### src/rtl/screen_msg_builder.sv
// screen_msg_builder
// Turns piano key events (note codes 0-12) into short serial-LCD text
// messages (note letter, accidental, octave digit) and presents them one
// 10-bit UART frame at a time to the screen transmitter via ovalid/oready.
// A small FIFO holds key events that arrive while a message is being sent.
// Build option: define SCREEN_CLEAR_EN to prefix every message with the
// clear-display sequence 0xFE 0x01 (5 bytes per message instead of 3).
`timescale 1ns/1ps
module screen_msg_builder #(
    parameter int FIFO_DEPTH  = 4,
    parameter int OCTAVE_BASE = 4
) (
    input  logic       clk,
    input  logic       reset_n,
    input  logic       key_valid,
    input  logic [3:0] key_code,
    output logic       key_ready,
    output logic       ovalid,
    input  logic       oready,
    output logic [9:0] frame,
    output logic       busy,
    output logic       drop_err
);

    localparam int PW = (FIFO_DEPTH > 1) ? $clog2(FIFO_DEPTH) : 1;
    localparam int CW = PW + 1;

`ifdef SCREEN_CLEAR_EN
    localparam logic [2:0] LAST_IDX = 3'd4;
`else
    localparam logic [2:0] LAST_IDX = 3'd2;
`endif

    localparam logic [9:0] FRAME_IDLE = 10'h3FF;

    typedef enum logic {
        S_IDLE,
        S_SEND
    } state_t;

    logic [3:0]    r_mem [FIFO_DEPTH];
    logic [PW-1:0] r_wr_ptr;
    logic [PW-1:0] r_rd_ptr;
    logic [CW-1:0] r_count;
    state_t        r_state;
    logic [3:0]    r_code;
    logic [2:0]    r_idx;
    logic          r_ovalid;
    logic [9:0]    r_frame;
    logic          r_drop_err;

    logic w_push;
    logic w_store;
    logic w_pop;

    // Character for a given note code and position within the message.
    function automatic logic [7:0] msg_byte(input logic [3:0] code, input logic [2:0] idx);
        logic [7:0] letter;
        logic [7:0] accid;
        logic [7:0] digit;
        logic [2:0] pos;
        case (code)
            4'd0, 4'd1, 4'd12: letter = 8'h43;
            4'd2, 4'd3:        letter = 8'h44;
            4'd4:              letter = 8'h45;
            4'd5, 4'd6:        letter = 8'h46;
            4'd7, 4'd8:        letter = 8'h47;
            4'd9, 4'd10:       letter = 8'h41;
            default:           letter = 8'h42;
        endcase
        case (code)
            4'd1, 4'd3, 4'd6, 4'd8, 4'd10: accid = 8'h23;
            default:                       accid = 8'h20;
        endcase
        digit = 8'h30 + 8'(OCTAVE_BASE) + ((code == 4'd12) ? 8'd1 : 8'd0);
`ifdef SCREEN_CLEAR_EN
        pos = idx - 3'd2;
        if (idx == 3'd0) begin
            return 8'hFE;
        end else if (idx == 3'd1) begin
            return 8'h01;
        end
`else
        pos = idx;
`endif
        case (pos)
            3'd0:    return letter;
            3'd1:    return accid;
            default: return digit;
        endcase
    endfunction

    assign key_ready = (r_count < CW'(FIFO_DEPTH));
    assign w_push    = key_valid && key_ready;
    assign w_store   = w_push && (key_code <= 4'd12);
    assign w_pop     = (r_state == S_IDLE) && (r_count != '0);

    assign ovalid   = r_ovalid;
    assign frame    = r_frame;
    assign drop_err = r_drop_err;
    assign busy     = (r_state != S_IDLE) || (r_count != '0);

    // FIFO storage; contents are meaningless once count says empty, so no reset.
    always_ff @(posedge clk) begin
        if (w_store) begin
            r_mem[r_wr_ptr] <= key_code;
        end
    end

    // FIFO pointers and occupancy; a simultaneous push and pop leaves count unchanged.
    always_ff @(posedge clk or negedge reset_n) begin
        if (!reset_n) begin
            r_wr_ptr <= '0;
            r_rd_ptr <= '0;
            r_count  <= '0;
        end else begin
            if (w_store) begin
                r_wr_ptr <= r_wr_ptr + PW'(1);
            end
            if (w_pop) begin
                r_rd_ptr <= r_rd_ptr + PW'(1);
            end
            case ({w_store, w_pop})
                2'b10:   r_count <= r_count + CW'(1);
                2'b01:   r_count <= r_count - CW'(1);
                default: r_count <= r_count;
            endcase
        end
    end

    // Out-of-range codes are swallowed and flagged for exactly one cycle.
    always_ff @(posedge clk or negedge reset_n) begin
        if (!reset_n) begin
            r_drop_err <= 1'b0;
        end else begin
            r_drop_err <= w_push && (key_code > 4'd12);
        end
    end

    // Message sequencer: pop one event, then walk its bytes with registered frame/ovalid.
    always_ff @(posedge clk or negedge reset_n) begin
        if (!reset_n) begin
            r_state  <= S_IDLE;
            r_code   <= '0;
            r_idx    <= '0;
            r_ovalid <= 1'b0;
            r_frame  <= FRAME_IDLE;
        end else begin
            case (r_state)
                S_IDLE: begin
                    if (w_pop) begin
                        r_code   <= r_mem[r_rd_ptr];
                        r_idx    <= '0;
                        r_ovalid <= 1'b1;
                        r_frame  <= {1'b1, msg_byte(r_mem[r_rd_ptr], 3'd0), 1'b0};
                        r_state  <= S_SEND;
                    end
                end
                S_SEND: begin
                    if (r_ovalid && oready) begin
                        if (r_idx == LAST_IDX) begin
                            r_idx    <= '0;
                            r_ovalid <= 1'b0;
                            r_frame  <= FRAME_IDLE;
                            r_state  <= S_IDLE;
                        end else begin
                            r_idx   <= r_idx + 3'd1;
                            r_frame <= {1'b1, msg_byte(r_code, r_idx + 3'd1), 1'b0};
                        end
                    end
                end
                default: begin
                    r_state  <= S_IDLE;
                    r_ovalid <= 1'b0;
                    r_frame  <= FRAME_IDLE;
                end
            endcase
        end
    end

endmodule

### config.mk
export PLATFORM = sky130hd
export DESIGN_NAME = screen_msg_builder
export DESIGN_NICKNAME = d
export VERILOG_FILES = /design/src/rtl/screen_msg_builder.sv
export SDC_FILE = /design/constraint.sdc
export NUM_CORES = 1
export LEC_CHECK = 0
export BUFFER_PORTS_ARGS = -buffer_cell sky130_fd_sc_hd__buf_4
export CORE_ASPECT_RATIO = 0.8
export CORE_MARGIN = 3
export CORE_UTILIZATION = 62
export CTS_CLUSTER_DIAMETER = 120
export CTS_CLUSTER_SIZE = 25
export DETAILED_ROUTE_END_ITERATION = 12
export PLACE_DENSITY = 0.87
export SLEW_MARGIN = 20
export SYNTH_ARGS = -nofsm -noshare
export SYNTH_HDL_FRONTEND = slang
export SYNTH_SLANG_ARGS = --single-unit
### constraint.sdc
create_clock -name clk -period 3.3 [get_ports clk]
set_input_delay 0.33 -clock clk [delete_from_list [all_inputs] [get_ports clk]]
set_output_delay 0.33 -clock clk [all_outputs]
set_load 0.02 [all_outputs]
==> results.ini <==
[status]
status=finished clean

[place]
place_inst=229
place_congestion=0.820
dp_hpwl_um=2980
io_buffers=20

[timing]
holdWs_ns=0.243
rsz0062_at_grt=false
finalHoldViolCount=0
final_max_slew_viol_count=0
fin_tns_setup_ns=0
period_minus_slack_ns=2.31
fin_crit_sh=0.698
final-setup-viol-count=0
fin_skew_ns=0.00591
maxClockFrequency_ghz=0.434

[cts]
root_buffer=clkbuf_8
clk_pin_slew_ns=0.07
cts_tree=built
clk_latency_ns=0.29
cts-resized-gates=0
cts_hold_buffers=1
post_cts_buffers=0
clock_path_buffers=2
cts_buffers=5
htree_levels=2
cts_sinks=40

[detailed_routing]
vias=1415
ant_nets=0
wirelength_um=4110
wl_per_cell_um=17.3
drc=0
dr.pass1.iters=4
viasPerCell=5.95
first_iter_violations=128

[logic_synthesis]
synthFlopType=dfrtp_1
avgSynthCellArea_um2=11.7
synth_warnings=0
synth.most_common_cell=dfrtp_1
yosys.area.top_type=edfxtp_1
synth.distinct_cells=44
netlist_top_cells_count=17 x dfrtp_1, 16 x edfxtp_1, 14 x ha_1, 14 x inv_1, 12 x nor2_1
seq_area_frac_synth=0.520
synth_top_area_frac=0.229
synth_edf_count=16
syn_area_um2=2100
async_reset_ff_frac=0.600
ys_ff_latch=40
synthCells=179
synth_nets=202
synthTopCellsByArea=edfxtp_1 23%, dfrtp_1 20%, dfstp_2 8.8%

[layout]
areaGrowthSynthToFinish_pct=12.2
drive_gt1_frac=0.222
fin_cells=238
nets=220
diodes=0

[global_routing]
antenna_found_initial=0
grt_max_degree=25
overflow=0
grt_pass1_wl_um=6870
grt_pass1_vias=1469
grt.total_usage=0.219

[critical_path]
worst_setup_path_end_kind=register
cp_max_fo=6
cp-start-kind=register
arrival_ns=2.51
crit_required_ns=3.51
critPathKind=register to register

[die]
core_area_um2=3150
num_rows=18
dieArea_um2=4120
initial_utilization=0.665
die_w_um=71
io_pins=22
die_h_um=58

[power]
irDropWorstVdd_uv=693
swShare=0.404
p_leak_uw=0.000997
power_density_nw_per_um2=961
power_frac_clock=0.152
p_int_uw=1350
seq_power_share=0.401
p_total_uw=2260
combPwrFrac=0.448
p_sw_uw=914

[flow_run]
maxCapViolations=0

[hold_path]
hp-class=input pin to register

[flip-flops by register name (all words and copies together), names as in the netlist]
name      cells
drop_err      1
frame         7
ovalid        1
r_code        4
r_count       3
r_idx         3
r_mem        16
r_rd_ptr      2
r_state       1
r_wr_ptr      2
[kinds of logic after synthesis]
family,after synthesis,share of synthesized area
XOR/XNOR,6,0.0251
adder cells (fa/ha/maj),15,0.0931
multiplexers,8,0.0728
other,1,0.00179
flip-flops,40,0.520
AND/OR/NAND/NOR,51,0.125
AO/OA/AOI/OAI,32,0.106
buffers and inverters,26,0.0561
[through the flow]
| step | utilization | worst slack, ns | area, um2 |
|---|---|---|---|
| after floorplan | - | 1.19 | 2100 |
| after global placement | 0.712 | 1.10 | 2250 |
| after detailed placement | 0.712 | 1.01 | 2250 |
| after CTS | 0.746 | 0.986 | 2350 |
| after global routing | 0.746 | 0.874 | 2350 |
| final | 0.746 | 0.995 | 2350 |
[power groups by stage]
stage	sequential [uW]	clock [uW]	combinational, uW
CTS	902	346	1010
global placement	889	0	937
finish	905	343	1010
global route	932	373	1130
detailed placement	910	0	1000
floorplan	880	0	749
[path summary, 6_finish.rpt]
check / start / endpoint / slack (ns) / cells after the start
worst min register to register: frame[2]$_DFFE_PN1P_ / frame[2]$_DFFE_PN1P_ / 0.48 / 2
min in group asynchronous: reset_n / r_code[1]$_DFFE_PN0P_ / 0.47 / 2
worst max-delay path: r_rd_ptr[0]$_DFFE_PN0P_ / frame[1]$_DFFE_PN1P_ / 0.99 / 5
worst max register to register: r_rd_ptr[0]$_DFFE_PN0P_ / frame[1]$_DFFE_PN1P_ / 0.99 / 5
worst min-delay path: key_code[3] / r_mem[3][3]$_DFFE_PP_ / 0.24 / 1
max in group asynchronous: reset_n / frame[5]$_DFFE_PN1P_ / 2.54 / 2
[critical path, stage by stage, from the launching register on]
cell and delay (ns):
dfrtp_1 0.52, mux4_1 0.65, inv_1 0.11, ha_1 0.25, mux4_2 0.47, a221oi_2 0.23
[placed cells by master, fill, tap and decap left out, drive strengths merged, types with 2 or more instances in the layout]
cell type / count
nor2: 12
inv: 15
dfstp: 7
dfrtp: 17
a21oi: 5
nand3: 2
nor4: 3
xnor2: 4
nor3: 5
nand2: 11
o21ai: 11
ha: 14
nand2b: 6
a22o: 2
mux4: 5
edfxtp: 16
xor2: 2
o31ai: 2
a221oi: 4
and2: 5
mux2: 2
clkbuf: 6
nand3b: 2
buf: 22
a211o: 2
[routing by layer]
metal,vias to the layer above,share of wire,track usage
li1,662,-,-
met1,695,0.43,0.281
met2,50,0.51,0.367
met3,8,0.050,0.0624
met4,0,0.015,0.0670
met5,-,0,0
[cell type report]
type / instances / area [um2]
clock buffers: 6 / 82.6
flip-flops and latches: 40 / 1090
clock inverters: 2 / 13.8
fillers: 213 / 801
well taps: 40 / 50.0
inverters: 14 / 52.6
multi-input cells: 113 / 888
repair buffers: 23 / 175
No activity file was read; power rests on OpenSTA's default activity.
